<file path="src/rtl/pc_unit.sv">
// pc_unit: program-counter stage of the RISC-V core.
// It holds the architectural PC and picks the next PC from the jalr, jal, branch
// or sequential path. It also provides stall hold, a sticky misaligned-target
// trap and a retired-instruction counter.
//
// Flow control: stall is the only handshake input. When stall=1 at a rising
// edge, pc and instret keep their values and no trap can be raised in that
// cycle. redirect is a pure function of pc and the control inputs. It is driven
// even while stalled or trapped, so consumers must qualify it with stall and
// misaligned.
module pc_unit #(
    parameter logic [31:0] RESET_VECTOR = 32'h0000_0000,
    parameter int          CNT_WIDTH    = 32
) (
    input  logic                 clk,
    input  logic                 rst,
    input  logic                 stall,
    input  logic                 branch,
    input  logic                 jal,
    input  logic                 jalr,
    input  logic                 zero,
    input  logic [31:0]          alu_result,
    input  logic [31:0]          imm,
    output logic [31:0]          pc,
    output logic [31:0]          pc_plus4,
    output logic                 redirect,
    output logic                 misaligned,
    output logic [CNT_WIDTH-1:0] instret
);

    // RUN: normal fetch. TRAP: a misaligned target was taken; only reset leaves it.
    // The state is exposed directly on the misaligned output.
    typedef enum logic {
        RUN  = 1'b0,
        TRAP = 1'b1
    } state_t;

    state_t      state;
    state_t      state_next;
    logic [31:0] target;
    logic        bad;
    logic        retire;

    assign pc_plus4   = pc + 32'd4;
    assign misaligned = (state == TRAP);

    // Next-PC target select: jalr beats jal, and jal beats a taken branch.
    always_comb begin
        target   = pc_plus4;
        redirect = 1'b0;
        if (jalr) begin
            target   = alu_result & 32'hFFFF_FFFE;
            redirect = 1'b1;
        end else if (jal) begin
            target   = pc + imm;
            redirect = 1'b1;
        end else if (branch && zero) begin
            target   = pc + imm;
            redirect = 1'b1;
        end
    end

    assign bad = redirect && (target[1:0] != 2'b00);

    // Next state and retire decision.
    // A stalled cycle never evaluates misalignment.
    always_comb begin
        state_next = state;
        retire     = 1'b0;
        case (state)
            RUN: begin
                if (!stall) begin
                    if (bad) begin
                        state_next = TRAP;
                    end else begin
                        retire = 1'b1;
                    end
                end
            end
            TRAP: begin
                state_next = TRAP;
            end
            default: begin
                state_next = RUN;
            end
        endcase
    end

    // State register; reset always returns to RUN.
    always_ff @(posedge clk) begin
        if (rst) begin
            state <= RUN;
        end else begin
            state <= state_next;
        end
    end

    // PC and retired-count registers advance only when an instruction retires.
    always_ff @(posedge clk) begin
        if (rst) begin
            pc      <= RESET_VECTOR;
            instret <= '0;
        end else if (retire) begin
            pc      <= target;
            instret <= instret + CNT_WIDTH'(1);
        end
    end

endmodule

</file>
<file path="config.mk">
export PLATFORM = sky130hd
export DESIGN_NAME = pc_unit
export DESIGN_NICKNAME = d
export VERILOG_FILES = /design/src/rtl/pc_unit.sv
export SDC_FILE = /design/constraint.sdc
export NUM_CORES = 1
export LEC_CHECK = 0
export CELL_PAD_IN_SITES_DETAIL_PLACEMENT = 1
export CELL_PAD_IN_SITES_GLOBAL_PLACEMENT = 2
export CORE_ASPECT_RATIO = 1.2
export CORE_MARGIN = 2
export CORE_UTILIZATION = 26
export CTS_CLUSTER_DIAMETER = 200
export DETAILED_ROUTE_END_ITERATION = 10
export HOLD_SLACK_MARGIN = 0.06
export PLACE_DENSITY_LB_ADDON = 0.15
export REMOVE_ABC_BUFFERS = 1
export SLEW_MARGIN = 20
export SYNTH_ARGS = -nofsm -noshare
export SYNTH_HDL_FRONTEND = slang
export SYNTH_SLANG_ARGS = --single-unit
export TNS_END_PERCENT = 10
</file>
<file path="constraint.sdc">
create_clock -name clk -period 3.2 [get_ports clk]
set_input_delay 0.32 -clock clk [delete_from_list [all_inputs] [get_ports clk]]
set_output_delay 0.32 -clock clk [all_outputs]
set_load 0.03 [all_outputs]
</file>
==> flow_summary.ini <==
[worst_setup_path]
cp_data_required_time_ns = 2.88
start_kind = register
arrival_ns = 2.71
crit-reg2reg-launch = pc[2]$_SDFFE_PP0P_
endpoint_kind = primary output
critPathLaunch = pc[3]$_SDFFE_PP0P_
crit_fanout = 6
critPathKind = register to primary output

[clock_tree]
clockBufferDepth = 2
cts_max_level = 3
clkSinkCount = 65
clkLatencyLatePin_ns = 0.34
cts_tree = done
cts-hold-fix-buffers = 0
clock-root-buffer = clkbuf_16
numCtsBuffers = 9
path_clk_slew_ns = 0.06

[timing]
fmax_ghz = 0.330
slew_headroom_pct = 66.3
finClkSkew_ns = 0.00894
worstMarginPinSlew_ns = 0.505
tns_ns = 0
finalCriticalPeriod_ns = 3.03
finalMaxSlewViolations = 0
hold_viol = 0
holdWs_ns = 0.343
setup_violations = 0
period_share_pct = 94.7
rsz0062_at_grt = yes

[die]
start_util_pct = 26.5
dieWidth_um = 133
die_y_um = 159
die_area_um2 = 21200
fp.coreArea_um2 = 19600
row_count = 56
pin_count = 169

[power_and_ir_drop]
total_power_w = 0.00297
ir_drop_v = 0.000274
p_int_w = 0.00191
power_density_nw_per_um2 = 376
swShare_pct = 35.7
clkPwrFrac_pct = 35.0
pwr-share-comb_pct = 35.0
leakage_nw = 3.33
p_seq_share_pct = 29.9
switchingPower_w = 0.00106

[grt]
grt_pass1_vias = 6248
grt-ovfl-total = 0
grt_max_degree = 44
grt_util_all_layers_pct = 20.5
grt_pass1_wl_um = 34400
antenna_found_initial = 1

[synthesis]
yosys_register_bits = 65
synth_area_um2 = 5210
synth.yosys.warnings = 0
synth_cells = 690
synth_edf_count = 0
ys_types = 64
synth_area_per_cell_um2 = 7.55
yosysSeqAreaShare_pct = 25.0
synth_ff_type = dfxtp_1
async_flop_share_pct = 0

[min_path]
hold_start = rst
hold_path_class = primary input to register

[detailed_routing]
drt_first_pass_iters = 4
drc = 0
finalWirelength_um = 22000
wl_per_cell_um = 18.9
drtAntennaViolNets = 0
num_vias = 5948
viasPerCell = 5.10
drt-initial-drc-count = 252

[placement]
place_congestion = 0.921
hpwl_um = 17300
numPortBuffers = 167

[layout]
drive_above_1_share_pct = 12.3
final_common_cell = clkdlybuf4s50_1
area_growth_pct = 51.8
final_core_util_pct = 40.3
num_antenna_cells = 0
final_nets = 1005
final_cell_mix = 148 x clkdlybuf4s50_1, 75 x nand2_1, 74 x nor2_1

[run_status]
outcome = complete, no violations

[run]
maxCapViolCount = 0
[metal layers]
metal,global-route usage [%],vias up,routed length (um)
met2,36.2,135,10800
li1,-,2907,-
met3,3.31,26,923
met1,25.8,2878,9790
met4,5.80,2,421
met5,0,-,13
[cell type report]
| type | instances | area (um^2) |
|---|---|---|
| fillers | 2392 | 11700 |
| multi-input cells | 570 | 3710 |
| repair buffers | 239 | 2200 |
| flip-flops and latches | 65 | 1300 |
| well taps | 261 | 327 |
| clock buffers | 9 | 225 |
| clock inverters | 7 | 78.8 |
| inverters | 15 | 56.3 |
[Yosys cell counts, types with 13 or more instances]
| cell type | number | area, um^2 |
|---|---|---|
| a21oi_1 | 46 | 230 |
| a21o_1 | 21 | 158 |
| nand3_1 | 36 | 180 |
| nand2_1 | 75 | 282 |
| o21ai_0 | 39 | 195 |
| nand4_1 | 15 | 93.8 |
| dfxtp_1 | 65 | 1300 |
| clkbuf_1 | 36 | 135 |
| ha_1 | 33 | 413 |
| and3_1 | 13 | 81.3 |
| nor2_1 | 74 | 278 |
| xnor2_1 | 34 | 298 |
| xor2_1 | 47 | 412 |
| inv_1 | 14 | 52.6 |
| nor3_1 | 13 | 65.1 |
[power by group through the flow]
stage	Clock [W]	Combinational [W]	Sequential, W
floorplan	0	0.000487	0.000972
global placement	0	0.00104	0.000907
detailed placement	0	0.00105	0.000907
CTS	0.00107	0.00104	0.000889
global route	0.00110	0.00113	0.000896
finish	0.00104	0.00104	0.000890
[worst paths after layout]
path	endpoint	slack, ns	depth (start not counted)
max reg2reg	pc[21]$_SDFFE_PP0P_	0.26	12
min	pc[20]$_SDFFE_PP0P_	0.34	2
max	pc_plus4[10]	0.17	7
min reg2reg	instret[11]$_SDFFE_PP0P_	0.51	2
[critical path: stages, from the launching register on]
cell and delay [ns]:
dfxtp_1 0.44, ha_1 0.27, and3_1 0.25, nand4_1 0.19, buf_4 0.19, nor2_1 0.11, xor2_1 0.21, clkdlybuf4s50_1 0.71
[kinds of logic after synthesis]
logic type / count (synthesis) / synth area share [%]
compound gates: 185 / 24.0
xor+xnor: 81 / 13.6
buf+inv: 55 / 4.16
fa+ha+maj: 34 / 8.31
flops: 65 / 25.0
simple gates: 269 / 24.7
mux: 1 / 0.192
[registers in the layout, summed over array words and instances, names as in the netlist]
| register | count |
|---|---|
| misaligned | 1 |
| pc | 32 |
| instret | 32 |
[stage by stage]
step | setup slack (ns) | instances | instance area (um^2)
after global routing | -0.0243 | 1166 | 7910
after floorplan | -0.877 | 650 | 5050
after detailed placement | -0.265 | 1148 | 7590
final | 0.170 | 1166 | 7910
after CTS | 0.0794 | 1164 | 7870
after global placement | -0.159 | 1148 | 7590
[timing repair]
item / in CTS / in global routing
buffers inserted: 0 / 2
pin swaps: 0 / 1
endpoints found under the setup margin: 17 / 27
resized for setup: 17 / 9
Note: power is estimated with default switching activity, not from simulation.
